--- src/rtl/mem_access.sv ---
// Memory-access pipeline stage: passes ALU results through and runs one
// aligned word load/store at a time on the data bus, with timeout and flush.
module mem_access #(
  parameter int TIMEOUT_CYCLES = 255
) (
  input  logic        clk,
  input  logic        rst,
  input  logic        valid_i,
  input  logic [1:0]  memop_i,
  input  logic [4:0]  wreg_addr_i,
  input  logic        wreg_enable_i,
  input  logic [31:0] wdata_i,
  input  logic [31:0] store_data_i,
  input  logic        flush_i,
  output logic        ready_o,
  output logic        dbus_req_o,
  output logic        dbus_we_o,
  output logic [31:0] dbus_addr_o,
  output logic [31:0] dbus_wdata_o,
  input  logic        dbus_ack_i,
  input  logic [31:0] dbus_rdata_i,
  output logic        wb_valid_o,
  output logic [4:0]  wreg_addr_o,
  output logic        wreg_enable_o,
  output logic [31:0] wdata_o,
  output logic        align_err_o,
  output logic        bus_err_o
);

  typedef enum logic {IDLE, WAIT} state_t;

  localparam logic [15:0] TO_LAST = 16'(TIMEOUT_CYCLES - 1);

  state_t      state_q, state_d;
  logic [15:0] cnt_q, cnt_d;
  logic        kill_q, kill_d;
  logic        lat_load_q, lat_load_d;
  logic [4:0]  lat_waddr_q, lat_waddr_d;
  logic        lat_wen_q, lat_wen_d;
  logic        req_q, req_d, we_q, we_d;
  logic [31:0] addr_q, addr_d, sdata_q, sdata_d;
  logic        wbv_q, wbv_d, wen_q, wen_d;
  logic [4:0]  waddr_q, waddr_d;
  logic [31:0] wdat_q, wdat_d;
  logic        aerr_q, aerr_d, berr_q, berr_d;
  logic        is_mem, kill_now;

  always_comb begin
    state_d     = state_q;
    cnt_d       = cnt_q;
    kill_d      = kill_q;
    lat_load_d  = lat_load_q;
    lat_waddr_d = lat_waddr_q;
    lat_wen_d   = lat_wen_q;
    req_d       = req_q;
    we_d        = we_q;
    addr_d      = addr_q;
    sdata_d     = sdata_q;
    wbv_d       = 1'b0;
    wen_d       = 1'b0;
    waddr_d     = waddr_q;
    wdat_d      = wdat_q;
    aerr_d      = 1'b0;
    berr_d      = 1'b0;
    is_mem      = (memop_i == 2'b01) || (memop_i == 2'b10);
    kill_now    = kill_q | flush_i;
    case (state_q)
      IDLE: begin
        if (valid_i && !flush_i) begin
          if (!is_mem) begin
            wbv_d   = 1'b1;
            waddr_d = wreg_addr_i;
            wen_d   = wreg_enable_i;
            wdat_d  = wdata_i;
          end else if (wdata_i[1:0] != 2'b00) begin
            wbv_d   = 1'b1;
            waddr_d = wreg_addr_i;
            wdat_d  = wdata_i;
            aerr_d  = 1'b1;
          end else begin
            lat_load_d  = (memop_i == 2'b01);
            lat_waddr_d = wreg_addr_i;
            lat_wen_d   = wreg_enable_i;
            req_d       = 1'b1;
            we_d        = (memop_i == 2'b10);
            addr_d      = wdata_i;
            sdata_d     = store_data_i;
            cnt_d       = '0;
            kill_d      = 1'b0;
            state_d     = WAIT;
          end
        end
      end
      WAIT: begin
        kill_d = kill_now;
        // Acknowledge is checked first so it wins over a coincident timeout.
        if (dbus_ack_i) begin
          req_d   = 1'b0;
          we_d    = 1'b0;
          wbv_d   = 1'b1;
          waddr_d = lat_waddr_q;
          wdat_d  = lat_load_q ? dbus_rdata_i : addr_q;
          wen_d   = lat_load_q & lat_wen_q & ~kill_now;
          kill_d  = 1'b0;
          state_d = IDLE;
        end else if (cnt_q == TO_LAST) begin
          req_d   = 1'b0;
          we_d    = 1'b0;
          wbv_d   = 1'b1;
          waddr_d = lat_waddr_q;
          wdat_d  = addr_q;
          berr_d  = 1'b1;
          kill_d  = 1'b0;
          state_d = IDLE;
        end else begin
          cnt_d = cnt_q + 16'd1;
        end
      end
      default: state_d = IDLE;
    endcase
  end

  always_ff @(posedge clk or negedge rst) begin
    if (!rst) begin
      state_q     <= IDLE;
      cnt_q       <= '0;
      kill_q      <= 1'b0;
      lat_load_q  <= 1'b0;
      lat_waddr_q <= '0;
      lat_wen_q   <= 1'b0;
      req_q       <= 1'b0;
      we_q        <= 1'b0;
      addr_q      <= '0;
      sdata_q     <= '0;
      wbv_q       <= 1'b0;
      wen_q       <= 1'b0;
      waddr_q     <= '0;
      wdat_q      <= '0;
      aerr_q      <= 1'b0;
      berr_q      <= 1'b0;
    end else begin
      state_q     <= state_d;
      cnt_q       <= cnt_d;
      kill_q      <= kill_d;
      lat_load_q  <= lat_load_d;
      lat_waddr_q <= lat_waddr_d;
      lat_wen_q   <= lat_wen_d;
      req_q       <= req_d;
      we_q        <= we_d;
      addr_q      <= addr_d;
      sdata_q     <= sdata_d;
      wbv_q       <= wbv_d;
      wen_q       <= wen_d;
      waddr_q     <= waddr_d;
      wdat_q      <= wdat_d;
      aerr_q      <= aerr_d;
      berr_q      <= berr_d;
    end
  end

  // Reset gates ready combinationally so it drops without waiting for an edge.
  assign ready_o       = rst & (state_q == IDLE);
  assign dbus_req_o    = req_q;
  assign dbus_we_o     = we_q;
  assign dbus_addr_o   = addr_q;
  assign dbus_wdata_o  = sdata_q;
  assign wb_valid_o    = wbv_q;
  assign wreg_addr_o   = waddr_q;
  assign wreg_enable_o = wen_q;
  assign wdata_o       = wdat_q;
  assign align_err_o   = aerr_q;
  assign bus_err_o     = berr_q;

endmodule

--- config.mk ---
export PLATFORM = sky130hd
export DESIGN_NAME = mem_access
export DESIGN_NICKNAME = d
export VERILOG_FILES = /design/src/rtl/mem_access.sv
export SDC_FILE = /design/constraint.sdc
export NUM_CORES = 1
export LEC_CHECK = 0
export CAP_MARGIN = 5
export CORE_ASPECT_RATIO = 0.8
export CORE_MARGIN = 8
export CORE_UTILIZATION = 49
export CTS_CLUSTER_SIZE = 8
export DETAILED_ROUTE_END_ITERATION = 8
export HOLD_SLACK_MARGIN = 0.1
export PLACE_DENSITY = 0.92
export RECOVER_POWER = 25
export SYNTH_ARGS = -nofsm -noshare
export SYNTH_HDL_FRONTEND = slang
export SYNTH_SLANG_ARGS = --single-unit
--- constraint.sdc ---
create_clock -name clk -period 5 [get_ports clk]
set_input_delay 0.5 -clock clk [delete_from_list [all_inputs] [get_ports clk]]
set_output_delay 0.5 -clock clk [all_outputs]
set_load 0.02 [all_outputs]
# ---- Word-level counts from Yosys, hierarchy flattened
# Index checks and enable logic that the tools add are counted.
dict set report totals {
  mem_bits_ro 0
  out_inout_bits 108
  mem_count 0
  in_bits 109
  ff_bits 132
  elab_cells 99
  mem_bits_rw 0
  latchBits 0
}
dict set report op_classes {
  addsub 1
  n_shift 0
  eq_ne 10
  div_mod_pow 0
  n_mux 56
  multipliers 0
  n_lt_le_gt_ge 0
  n_bitwise 7
  n_reduce_logical 9
}
# cell count
set ops {}
lappend ops {{$mux 32} 6}
lappend ops {{$mux 16} 5}
lappend ops {{$pmux 32 s2} 1}
lappend ops {{$pmux 16 s2} 1}
lappend ops {{$mux 1} 31}
lappend ops {{$mux 5} 5}
lappend ops {{$add 16x1->16 const B} 1}
lappend ops {{$eq 16x8->1 const B} 1}
lappend ops {{$pmux 1 s2} 6}
lappend ops {{$ne 2x2->1 const B} 5}
lappend ops {{$pmux 5 s2} 1}
lappend ops {{$reduce_and 4->1} 2}
lappend ops {{$reduce_and 3->1} 2}
lappend ops {{$reduce_and 5->1} 1}
lappend ops {{$and 1x1->1} 3}
lappend ops {{$ne 3x2->1 const B} 1}
lappend ops {{$ne 3x3->1 const B} 1}
lappend ops {{$not 1->1} 3}
lappend ops {{$eq 2x1->1 const B} 1}
lappend ops {{$eq 2x2->1 const B} 1}
lappend ops {{$reduce_bool 2->1} 1}
lappend ops {{$logic_and 1x1->1} 1}
lappend ops {{$logic_not 1->1} 1}
lappend ops {{$logic_or 1x1->1} 1}
lappend ops {{$or 1x1->1} 1}

# ---- Depth between registers and ports, before layout
dict set report depth {
  depth_word 5
  mapped_depth 9
  depth_no_buf 7
}

# ---- Worst setup path after synthesis
# No wires, ideal clock.
dict set report synth_timing {
  path_type {input to register}
  startpoint {input port memop_i[0]}
  endpoint {register addr_q[28] (netlist: dbus_addr_o[28])}
  path_stages 8
  n_path_buf 3
  setup_time_ps 125
  arrival_time_ps 2065
  t_required_ps 4875
  slack_ps 2810
  cell_sequence {inv_1 -> ha_1 -> or3_1 -> or2_1 -> buf_2 -> buf_6 -> buf_6 -> mux2_4}
}
dict set report synth_between {
  elab_chain_cells 3
  elab_cells_between_ends 4
  classes_between {eq/ne: 2; reduce/logical: 2}
}
# item line
set synth_rtl {}
lappend synth_rtl {{start: declaration} 9} ;# input logic [1:0] memop_i,
lappend synth_rtl {{$eq 2x1->1 or $eq 2x2->1 (tied branches)} 65} ;# is_mem = (memop_i == 2'b01) || (memop_i == 2'b10);
lappend synth_rtl {{$logic_or 1x1->1 (*)} 65}
lappend synth_rtl {{$reduce_and 4->1 (no line) (*)} --}
lappend synth_rtl {{end signal: assignment} 150} ;# addr_q <= addr_d;
lappend synth_rtl {{end: declaration} 41} ;# logic [31:0] addr_q, addr_d, sdata_q, sdata_d;
# Mark *: on every way between the ends. The rest lies on a longest branch, timed or not.
# A chain may end at the register's enable or synchronous reset.

# ---- Final worst setup path
dict set report layout_timing {
  startpoint {input port memop_i[0]}
  endpoint {register cnt_q[3]}
}
dict set report layout_between {
  elab_chain_cells 4
  elab_cells_between_ends 5
  classes_between {eq/ne: 3; reduce/logical: 2}
}
# item line
set layout_rtl {}
lappend layout_rtl {{$eq 2x1->1 or $eq 2x2->1 (tied branches)} 65}
lappend layout_rtl {{$logic_or 1x1->1 (*)} 65}
lappend layout_rtl {{$ne 2x2->1 (no line) (*)} --}
lappend layout_rtl {{$reduce_and 5->1 (no line) (*)} --}
lappend layout_rtl {{end signal: assignment} 143} ;# cnt_q <= cnt_d;
lappend layout_rtl {{end: declaration} 35} ;# logic [15:0] cnt_q, cnt_d;
# Marked as above.

==> results.py <==
metrics = {
    "power": {
        "p_leak_nw": 4.08,
        "peakVddDrop_mv": 0.217,
        "p_per_area_mw_per_mm2": 442,
    },
    "grt": {
        "overflow": 0,
        "antenna_found_initial": 0,
        "grtUsageTotal_pct": 21.0,
        "grt_max_degree": 79,
        "grt_pass1_wl_microns": 27200,
        "grt_pass1_vias": 5148,
    },
    "clock_network": {
        "root_buffer": "clkbuf_16",
        "postCtsSetupBuffers": 0,
        "clock-sinks": 132,
        "clk_latency_ns": 0.40,
        "cts-buffers-inserted": 17,
        "clockBufferDepth": 2,
        "cts_hold_buf": 0,
        "cts_resized": 0,
        "htree_num_levels": 4,
        "cts_tree": "built",
        "clk_pin_slew_ns": 0.06,
    },
    "yosys": {
        "syn_avg_cell_area_sq_um": 12.9,
        "ys_seq_area_share_pct": 53.7,
        "syn_area_sq_mm": 0.00615,
        "ys_warn_count": 0,
        "synthesis.nets": 590,
        "ys_ff_latch": 132,
        "synth_ff_type": "dfrtp_1",
        "synth_edf_count": 0,
        "synthCells": 477,
        "ys_types": 46,
        "async_reset_ff_share_pct": 100,
    },
    "timing": {
        "hold_viol_final": 0,
        "tightestPinTransition_ns": 1.88,
        "min_period_over_period_pct": 61.2,
        "setup_viol": 0,
        "fin_ws_ns": 1.94,
        "min_period_ns": 3.06,
        "clock_skew_ns": 0.00844,
        "fmax_mhz": 327,
        "tns_ns": 0,
        "finalMaxSlewViolations": 79,
        "hold_ws_ns": 0.138,
        "relSlewSlack_pct": -25.4,
        "rsz0062_at_grt": "false",
    },
    "place": {
        "dp.cells": 840,
        "dp_slack_ns": 1.57,
        "port_buffers": 216,
        "placed_area_sq_mm": 0.00840,
        "place.gp.congestion": 0.835,
        "place.detailed.hpwl_microns": 12300,
    },
    "drt": {
        "detail-route-antenna-nets": 0,
        "vias_per_cell": 5.34,
        "first_pass_iters": 4,
        "drc": 0,
        "wl_per_cell_microns": 19.9,
        "num_vias": 4659,
        "initialDrtViolationCount": 237,
        "drt-total-wl_microns": 17400,
    },
    "critical_path": {
        "critPathArrivalTime_ns": 3.37,
        "critical_path_class": "input pin to flop",
        "crit_path_start_kind": "input pin",
        "crit_required_ns": 5.31,
        "cp-end-kind": "flop",
        "cp_max_fo": 78,
    },
    "final_layout": {
        "fin_cells": 872,
        "fin_nets": 801,
        "final_common_cell": "clkdlybuf4s50_1",
        "synthToLayoutAreaGrowth_pct": 45.8,
        "drive_above_1_share_pct": 19.4,
        "final_cell_mix": "clkdlybuf4s50_1 (179), dfrtp_1 (131), mux2_2 (69)",
        "n_antenna_cell": 0,
        "fin_area_sq_mm": 0.00897,
    },
    "floorplanning": {
        "placementRows": 36,
        "start_util_pct": 50.4,
        "ios": 217,
        "die_x_microns": 141,
        "dieArea_sq_mm": 0.0164,
        "dieHeight_microns": 116,
        "coreArea_sq_mm": 0.0122,
    },
    "run": {
        "drv_cap": 1,
    },
    "worst_hold_path": {
        "hold_class": "input pin to async pin",
    },
    "run_status": {
        "status": "finished, violations left",
        "violations": "capacitance limit, slew limit",
    },
}
==> worst paths after layout <==
kind	to	depth (start not counted)	start	slack [ns]
max in group asynchronous	state_q$_DFF_PN0_	2	rst	2.42
min in group clk	wdata_o[22]$_DFFE_PN0P_	1	wdata_o[22]$_DFFE_PN0P_	0.48
max	cnt_q[3]$_DFFE_PN0P_	8	memop_i[0]	1.94
min reg2reg	wdata_o[22]$_DFFE_PN0P_	1	wdata_o[22]$_DFFE_PN0P_	0.48
min	dbus_wdata_o[17]$_DFFE_PN0P_	1	rst	0.14
max reg2reg	wdata_o[14]$_DFFE_PN0P_	7	cnt_q[0]$_DFFE_PN0P_	2.14
==> cells by family (layout without fill, tap and decap cells) <==
kind of cell / count (synthesis) / after routing / share of synthesized area [%]
multiplexers: 148 / 148 / 27.7
flip-flops: 132 / 132 / 53.7
AND/OR/NAND/NOR: 95 / 95 / 8.42
AO/OA/AOI/OAI: 61 / 61 / 6.12
buffers and inverters: 37 / 261 / 3.19
adder cells (fa/ha/maj): 4 / 4 / 0.814
==> cell type report <==
class                   count  area (sq um)
repair buffers            219          2180
clock buffers              20           457
well taps                 171           214
clock inverters            12           129
multi-input cells         308          2650
inverters                  10          37.5
flip-flops and latches    132          3300
fillers                   785          3240
==> cells in the mapped netlist (3+ instances only) <==
cell type | instances | area share [%]
dfrtp_1 | 132 | 54
mux2_2 | 69 | 13
nor2_1 | 39 | 2.4
mux2i_1 | 37 | 6.0
a21oi_1 | 32 | 2.6
mux2_4 | 23 | 5.6
mux2_1 | 19 | 3.5
nand2_1 | 12 | 0.73
inv_1 | 10 | 0.61
a31oi_1 | 9 | 0.92
clkbuf_1 | 9 | 0.55
buf_2 | 7 | 0.57
buf_6 | 6 | 1.1
a221o_1 | 5 | 0.81
nand3_1 | 5 | 0.41
and4_1 | 4 | 0.57
buf_1 | 4 | 0.24
ha_1 | 4 | 0.81
nand4_1 | 4 | 0.41
nor3_1 | 4 | 0.33
o21ai_0 | 4 | 0.33
and2_1 | 3 | 0.31
and3_1 | 3 | 0.31
nor2b_1 | 3 | 0.31
nor3b_1 | 3 | 0.37
==> stage by stage <==
step                total power, mW  util, %
finish                         3.96     73.5
CTS                            4.04     73.6
global placement               2.74     68.8
floorplan                      2.10        -
global route                   4.14     73.5
detailed placement             2.79     68.8
==> layer usage <==
metal / share of wire [%] / GRT usage, % / wire (microns) / up-vias
li1: - / - / - / 2142
met1: 39 / 23.2 / 6740 / 2303
met2: 50 / 37.0 / 8680 / 193
met3: 9.7 / 8.50 / 1690 / 21
met4: 1.4 / 6.29 / 246 / 0
met5: 0 / 0 / 0 / -
==> sequential cells by signal, summed over array words and instances (netlist names), 5 cells and up <==
name          cells
dbus_addr_o      32
dbus_wdata_o     32
wdata_o          32
cnt_q            16
lat_waddr_q       5
wreg_addr_o       5
==> report_power, final <==
group / internal (mW) / leakage (nW) / switching (mW)
logic: 0.675 / 2.17 / 0.592
registers: 1.31 / 1.64 / 0.160
clock network: 0.761 / 0.283 / 0.465
==> critical path: stages <==
cell and delay, ns:
clkdlybuf4s50_1 0.48, inv_1 0.05, ha_1 0.30, or3_1 0.14, or2_4 0.94, a21boi_2 0.48
inv_1 0.22, a31oi_1 0.24
Power figures use the tool's default switching activity.
